$ cat src/rtl/id_ex_skid.sv
// ID->EX pipeline register with a valid/ready handshake, an optional 2-entry
// skid buffer, flush, and a saturating counter of EX back-pressure cycles.
// SKID=1: id_ready comes from a flop. SKID=0: a single entry, and id_ready
// is combinational from ex_ready.
module id_ex_skid #(
  parameter int XLEN     = 32,
  parameter int ALUOP_W  = 8,
  parameter int ALUSEL_W = 3,
  parameter int RADDR_W  = 5,
  parameter int SKID     = 1,
  parameter int CNT_W    = 16
) (
  input  logic                clk,
  input  logic                rst,
  input  logic                flush,
  input  logic                id_valid,
  output logic                id_ready,
  input  logic [ALUOP_W-1:0]  id_aluop,
  input  logic [ALUSEL_W-1:0] id_alusel,
  input  logic [XLEN-1:0]     id_reg1,
  input  logic [XLEN-1:0]     id_reg2,
  input  logic [RADDR_W-1:0]  id_wd,
  input  logic                id_wreg,
  input  logic [XLEN-1:0]     id_pc,
  input  logic [XLEN-1:0]     id_imm,
  output logic                ex_valid,
  input  logic                ex_ready,
  output logic [ALUOP_W-1:0]  ex_aluop,
  output logic [ALUSEL_W-1:0] ex_alusel,
  output logic [XLEN-1:0]     ex_reg1,
  output logic [XLEN-1:0]     ex_reg2,
  output logic [RADDR_W-1:0]  ex_wd,
  output logic                ex_wreg,
  output logic [XLEN-1:0]     ex_pc,
  output logic [XLEN-1:0]     ex_imm,
  input  logic                stall_clr,
  output logic [CNT_W-1:0]    stall_cnt
);

  localparam int PW = ALUOP_W + ALUSEL_W + 4*XLEN + RADDR_W + 1;

  typedef enum logic [1:0] {ST_EMPTY, ST_FULL, ST_SKID} state_e;

  state_e          state_q, state_d;
  logic [PW-1:0]   out_q, out_d;
  logic [PW-1:0]   skid_q, skid_d;
  logic [PW-1:0]   id_pl;
  logic            ready_q, ready_d;
  logic [CNT_W-1:0] cnt_q, cnt_d;
  logic            out_wreg;
  logic            up_beat, dn_beat;

  assign id_pl = {id_aluop, id_alusel, id_reg1, id_reg2, id_wd, id_wreg, id_pc, id_imm};

  assign ex_valid = (state_q != ST_EMPTY);
  // With SKID=0 there is no room to absorb an op, so we accept only when the
  // output slot drains this cycle. With SKID=1 the skid slot takes that role.
  assign id_ready = rst & ((SKID != 0) ? ready_q : (!ex_valid | ex_ready));
  assign up_beat  = id_valid & id_ready;
  assign dn_beat  = ex_valid & ex_ready;

  assign {ex_aluop, ex_alusel, ex_reg1, ex_reg2, ex_wd, out_wreg, ex_pc, ex_imm} = out_q;
  // A stale write enable must never escape while the slot is empty.
  assign ex_wreg   = ex_valid & out_wreg;
  assign stall_cnt = cnt_q;

  // Next-state logic for occupancy, the output slot, the skid slot and the counter.
  always_comb begin
    // NOTE: every signal gets a default first, so no path leaves it unassigned and no latch is inferred.
    state_d = state_q;
    out_d   = out_q;
    skid_d  = skid_q;
    unique case (state_q)
      ST_EMPTY: begin
        if (up_beat) begin
          state_d = ST_FULL;
          out_d   = id_pl;
        end
      end
      ST_FULL: begin
        if (up_beat && dn_beat) begin
          out_d = id_pl;
        end else if (up_beat) begin
          state_d = ST_SKID;
          skid_d  = id_pl;
        end else if (dn_beat) begin
          state_d = ST_EMPTY;
        end
      end
      ST_SKID: begin
        if (dn_beat) begin
          state_d = ST_FULL;
          out_d   = skid_q;
        end
      end
      default: state_d = ST_EMPTY;
    endcase

    // A flush drops everything, including an op accepted this cycle. The
    // payload stays stale because ex_valid/ex_wreg already mask it.
    if (flush) begin
      state_d = ST_EMPTY;
      out_d   = out_q;
      skid_d  = skid_q;
    end

    ready_d = (state_d != ST_SKID);

    cnt_d = cnt_q;
    if (stall_clr) begin
      cnt_d = '0;
    end else if (ex_valid && !ex_ready && !flush && (cnt_q != '1)) begin
      cnt_d = cnt_q + CNT_W'(1);
    end
  end

  // State registers with a synchronous active-low reset.
  always_ff @(posedge clk) begin
    // NOTE: state uses non-blocking assignments so every flop samples the pre-edge values.
    if (!rst) begin
      state_q <= ST_EMPTY;
      // NOTE: the payload flops are reset as well. There are only two slots, and this gives a defined ex_* value after reset.
      out_q   <= '0;
      skid_q  <= '0;
      ready_q <= 1'b0;
      cnt_q   <= '0;
    end else begin
      state_q <= state_d;
      out_q   <= out_d;
      skid_q  <= skid_d;
      ready_q <= ready_d;
      cnt_q   <= cnt_d;
    end
  end

endmodule

$ cat config.mk
export PLATFORM = sky130hd
export DESIGN_NAME = id_ex_skid
export DESIGN_NICKNAME = d
export VERILOG_FILES = /design/src/rtl/id_ex_skid.sv
export SDC_FILE = /design/constraint.sdc
export NUM_CORES = 1
export LEC_CHECK = 0
export ABC_AREA = 1
export BUFFER_PORTS_ARGS = -buffer_cell sky130_fd_sc_hd__buf_2
export CELL_PAD_IN_SITES_DETAIL_PLACEMENT = 2
export CELL_PAD_IN_SITES_GLOBAL_PLACEMENT = 2
export CORE_MARGIN = 5
export CORE_UTILIZATION = 32
export DETAILED_ROUTE_END_ITERATION = 8
export PLACE_DENSITY_LB_ADDON = 0.08
export SYNTH_ARGS = -nofsm -noshare
export SYNTH_HDL_FRONTEND = slang
export SYNTH_SLANG_ARGS = --single-unit
$ cat constraint.sdc
create_clock -name clk -period 3 [get_ports clk]
set_input_delay 0.3 -clock clk [delete_from_list [all_inputs] [get_ports clk]]
set_output_delay 0.3 -clock clk [all_outputs]
set_load 0.1 [all_outputs]
==> results.json <==
{
  "ir_drop_mv": 0.340,
  "synth_top_area_cell": "dfxtp_1",
  "row_count": 76,
  "wl_per_cell_um": 17.0,
  "start_kind": "flip-flop",
  "cap_viol_max_count": 0,
  "clk_latency_ns": 0.54,
  "synth_area_leaders": "dfxtp_1 44%, o21ai_0 11%, nand2_1 11%",
  "area_growth_pct": 15.6,
  "drive_gt1_share_pct": 18.6,
  "dieArea_um2": 47900,
  "ant_nets": 0,
  "root_buffer": "clkbuf_16",
  "yosys_warnings": 0,
  "layout_setup_ws_ns": 0.884,
  "cts_tree": "built",
  "ctsLongestPathBuffers": 3,
  "yosysTopAreaCellShare_pct": 44.3,
  "run_status": "completed",
  "critPathCaptureType": "flip-flop",
  "grt_max_degree": 243,
  "syn_avg_cell_area_um2": 6.97,
  "required_ns": 3.46,
  "post-route-min-period_ns": 2.12,
  "dpl.hpwl_um": 30600,
  "slew_headroom_pct": 29.4,
  "cp_max_fo": 58,
  "fmax_ghz": 0.473,
  "fin_crit_sh_pct": 70.5,
  "cp_data_arrival_time_ns": 2.58,
  "syn_area_um2": 14000,
  "gp_congestion": 0.743,
  "grt_first_pass_wirelength_um": 73300,
  "netlist_instances": 2003,
  "powerDensity_nw_per_um2": 613,
  "hp-class": "in2reg",
  "clkTransAtPathRegs_ns": 0.06,
  "slew_viol_final": 0,
  "seq_area_frac_synth_pct": 44.3,
  "start_util_pct": 32.4,
  "rsz0062_at_grt": "false",
  "dr.pass1.iters": 4,
  "antenna_found_initial": 10,
  "drt_wl_total_um": 46100,
  "die-width_um": 219,
  "p_leak_nw": 7.01,
  "clkSinkCount": 309,
  "critPathKind": "reg2reg",
  "worst_pin_slew_ns": 1.06,
  "routed_via_density": 4.72,
  "htreeDepth": 2,
  "grt_pass1_vias": 13600,
  "die_y_um": 219,
  "setup_viol": 0,
  "drc": 0,
  "grtUsageTotal_pct": 18.9,
  "synth_seq_cells": 309,
  "grt_overflow": 0,
  "finalHoldViolCount": 0,
  "finClkSkew_ns": 0.00913,
  "vias": 12800,
  "portBuffers": 313,
  "first_iter_violations": 486,
  "synth_cell_type_count": 24,
  "core_area_um2": 43100,
  "finalSetupTns_ns": 0,
  "pin_count": 314,
  "dpl_worst_slack_ns": 0.949,
  "cts_buffers": 39,
  "syn_nets": 2155,
  "num-nets-final": 2256
}
==> cell type report <==
cell class / count / area [µm²]
Tap cell: 585 / 732
Antenna cell: 5 / 12.5
Clock buffer: 56 / 1150
Multi-Input combinational cell: 1210 / 5360
Fill cell: 5174 / 26900
Timing Repair Buffer: 332 / 1830
Inverter: 212 / 801
Sequential cell: 309 / 6190
Clock inverter: 7 / 62.6
==> placed cells by master, fill, tap and decap left out, types with 7 or more instances in the layout <==
cell type and instances:
a21oi_1 200, buf_12 8, buf_2 312, clkbuf_1 8, clkbuf_16 41, clkbuf_8 7
dfxtp_1 309, inv_1 209, nand2_1 403, nand3_1 12, nor2_1 235, o21ai_0 309
o21ai_1 26
==> worst max-delay path, stage by stage (launching register included) <==
cell     delay, ns
dfxtp_1       0.49
nand2_8       0.29
inv_4         0.36
buf_12        0.29
nand2_1       0.08
nand2_1       0.06
o21ai_0       0.14
a21oi_1       0.24
==> timing repair <==
item	4_1_cts	5_1_grt
hold buffers	5	0
endpoints found under the hold margin	5	0
buffers inserted	0	0
resized for setup	0	0
==> per-layer routing <==
layer  global-route usage, %  routed length [µm]  vias to the layer above
li1                        -                   -                     6355
met1                    23.7               20500                     6186
met2                    32.9               22400                      199
met3                    4.97                2430                       60
met4                    3.79                 721                       12
met5                       0                  75                        -
==> cells by family (layout without fill, tap and decap cells) <==
| kind of cell | count (synthesis) | after routing | share of synthesized area (%) |
|---|---|---|---|
| AND/OR/NAND/NOR | 665 | 665 | 18.4 |
| AO/OA/AOI/OAI | 536 | 536 | 19.2 |
| buffers and inverters | 484 | 607 | 17.5 |
| other | 0 | 5 | 0 |
| XOR/XNOR | 8 | 8 | 0.502 |
| flip-flops | 309 | 309 | 44.3 |
| adder cells (fa/ha/maj) | 1 | 1 | 0.0896 |
==> synthesized netlist by cell type <==
library cell and instances:
buf_2 46, nand3_1 12, o21ai_0 309, nand4_1 4, nand2_1 403, clkbuf_1 74, nor2_2 5, nor3b_1 1
nand3b_4 1, nor2_1 235, buf_6 2, buf_4 147, buf_1 3, o21ai_1 26, xor2_1 4, a21oi_1 200
nand2_2 3, nand3b_1 1, dfxtp_1 309, o21ai_2 1, inv_2 2, ha_1 1, inv_1 210, xnor2_1 4
==> per-stage QoR <==
| step | total power [mW] | std cells | hold slack, ns | util (%) | area (µm²) |
|---|---|---|---|---|---|
| 3_5_place_dp | 5.45 | 2643 | 0.435 | 34.5 | 14900 |
| 3_3_place_gp | 5.42 | 2643 | 0.430 | 34.5 | 14900 |
| 5_1_grt | 10.3 | 2712 | 0.0184 | 37.4 | 16100 |
| 6_report | 9.89 | 2716 | 0.0330 | 37.5 | 16100 |
| 2_1_floorplan | 5.22 | 2003 | 0.424 | - | 14000 |
| 4_1_cts | 10.1 | 2711 | 0.000689 | 37.4 | 16100 |
==> state kept, by name, summed over array words and instances (netlist names) <==
name and count:
stall_cnt 16, state_q 2, skid_q 145, ready_q 1, out_q 145
==> final timing paths <==
| check | startpoint | end | slack, ns | cells past startpoint |
|---|---|---|---|---|
| worst max-delay path | state_q[1] | out_q[63] | 0.88 | 7 |
| worst min register to register | out_q[45] | out_q[45] | 0.44 | 2 |
| worst min-delay path | id_imm[14] | skid_q[14] | 0.03 | 3 |
| worst max register to register | state_q[1] | out_q[63] | 0.88 | 7 |
==> power breakdown <==
| group | total [mW] | switching [mW] | internal [mW] |
|---|---|---|---|
| clock network | 4.54 | 1.81 | 2.73 |
| registers | 4.23 | 0.0438 | 4.18 |
| logic | 1.13 | 0.876 | 0.251 |
Note: power is estimated with default switching activity, not from simulation.
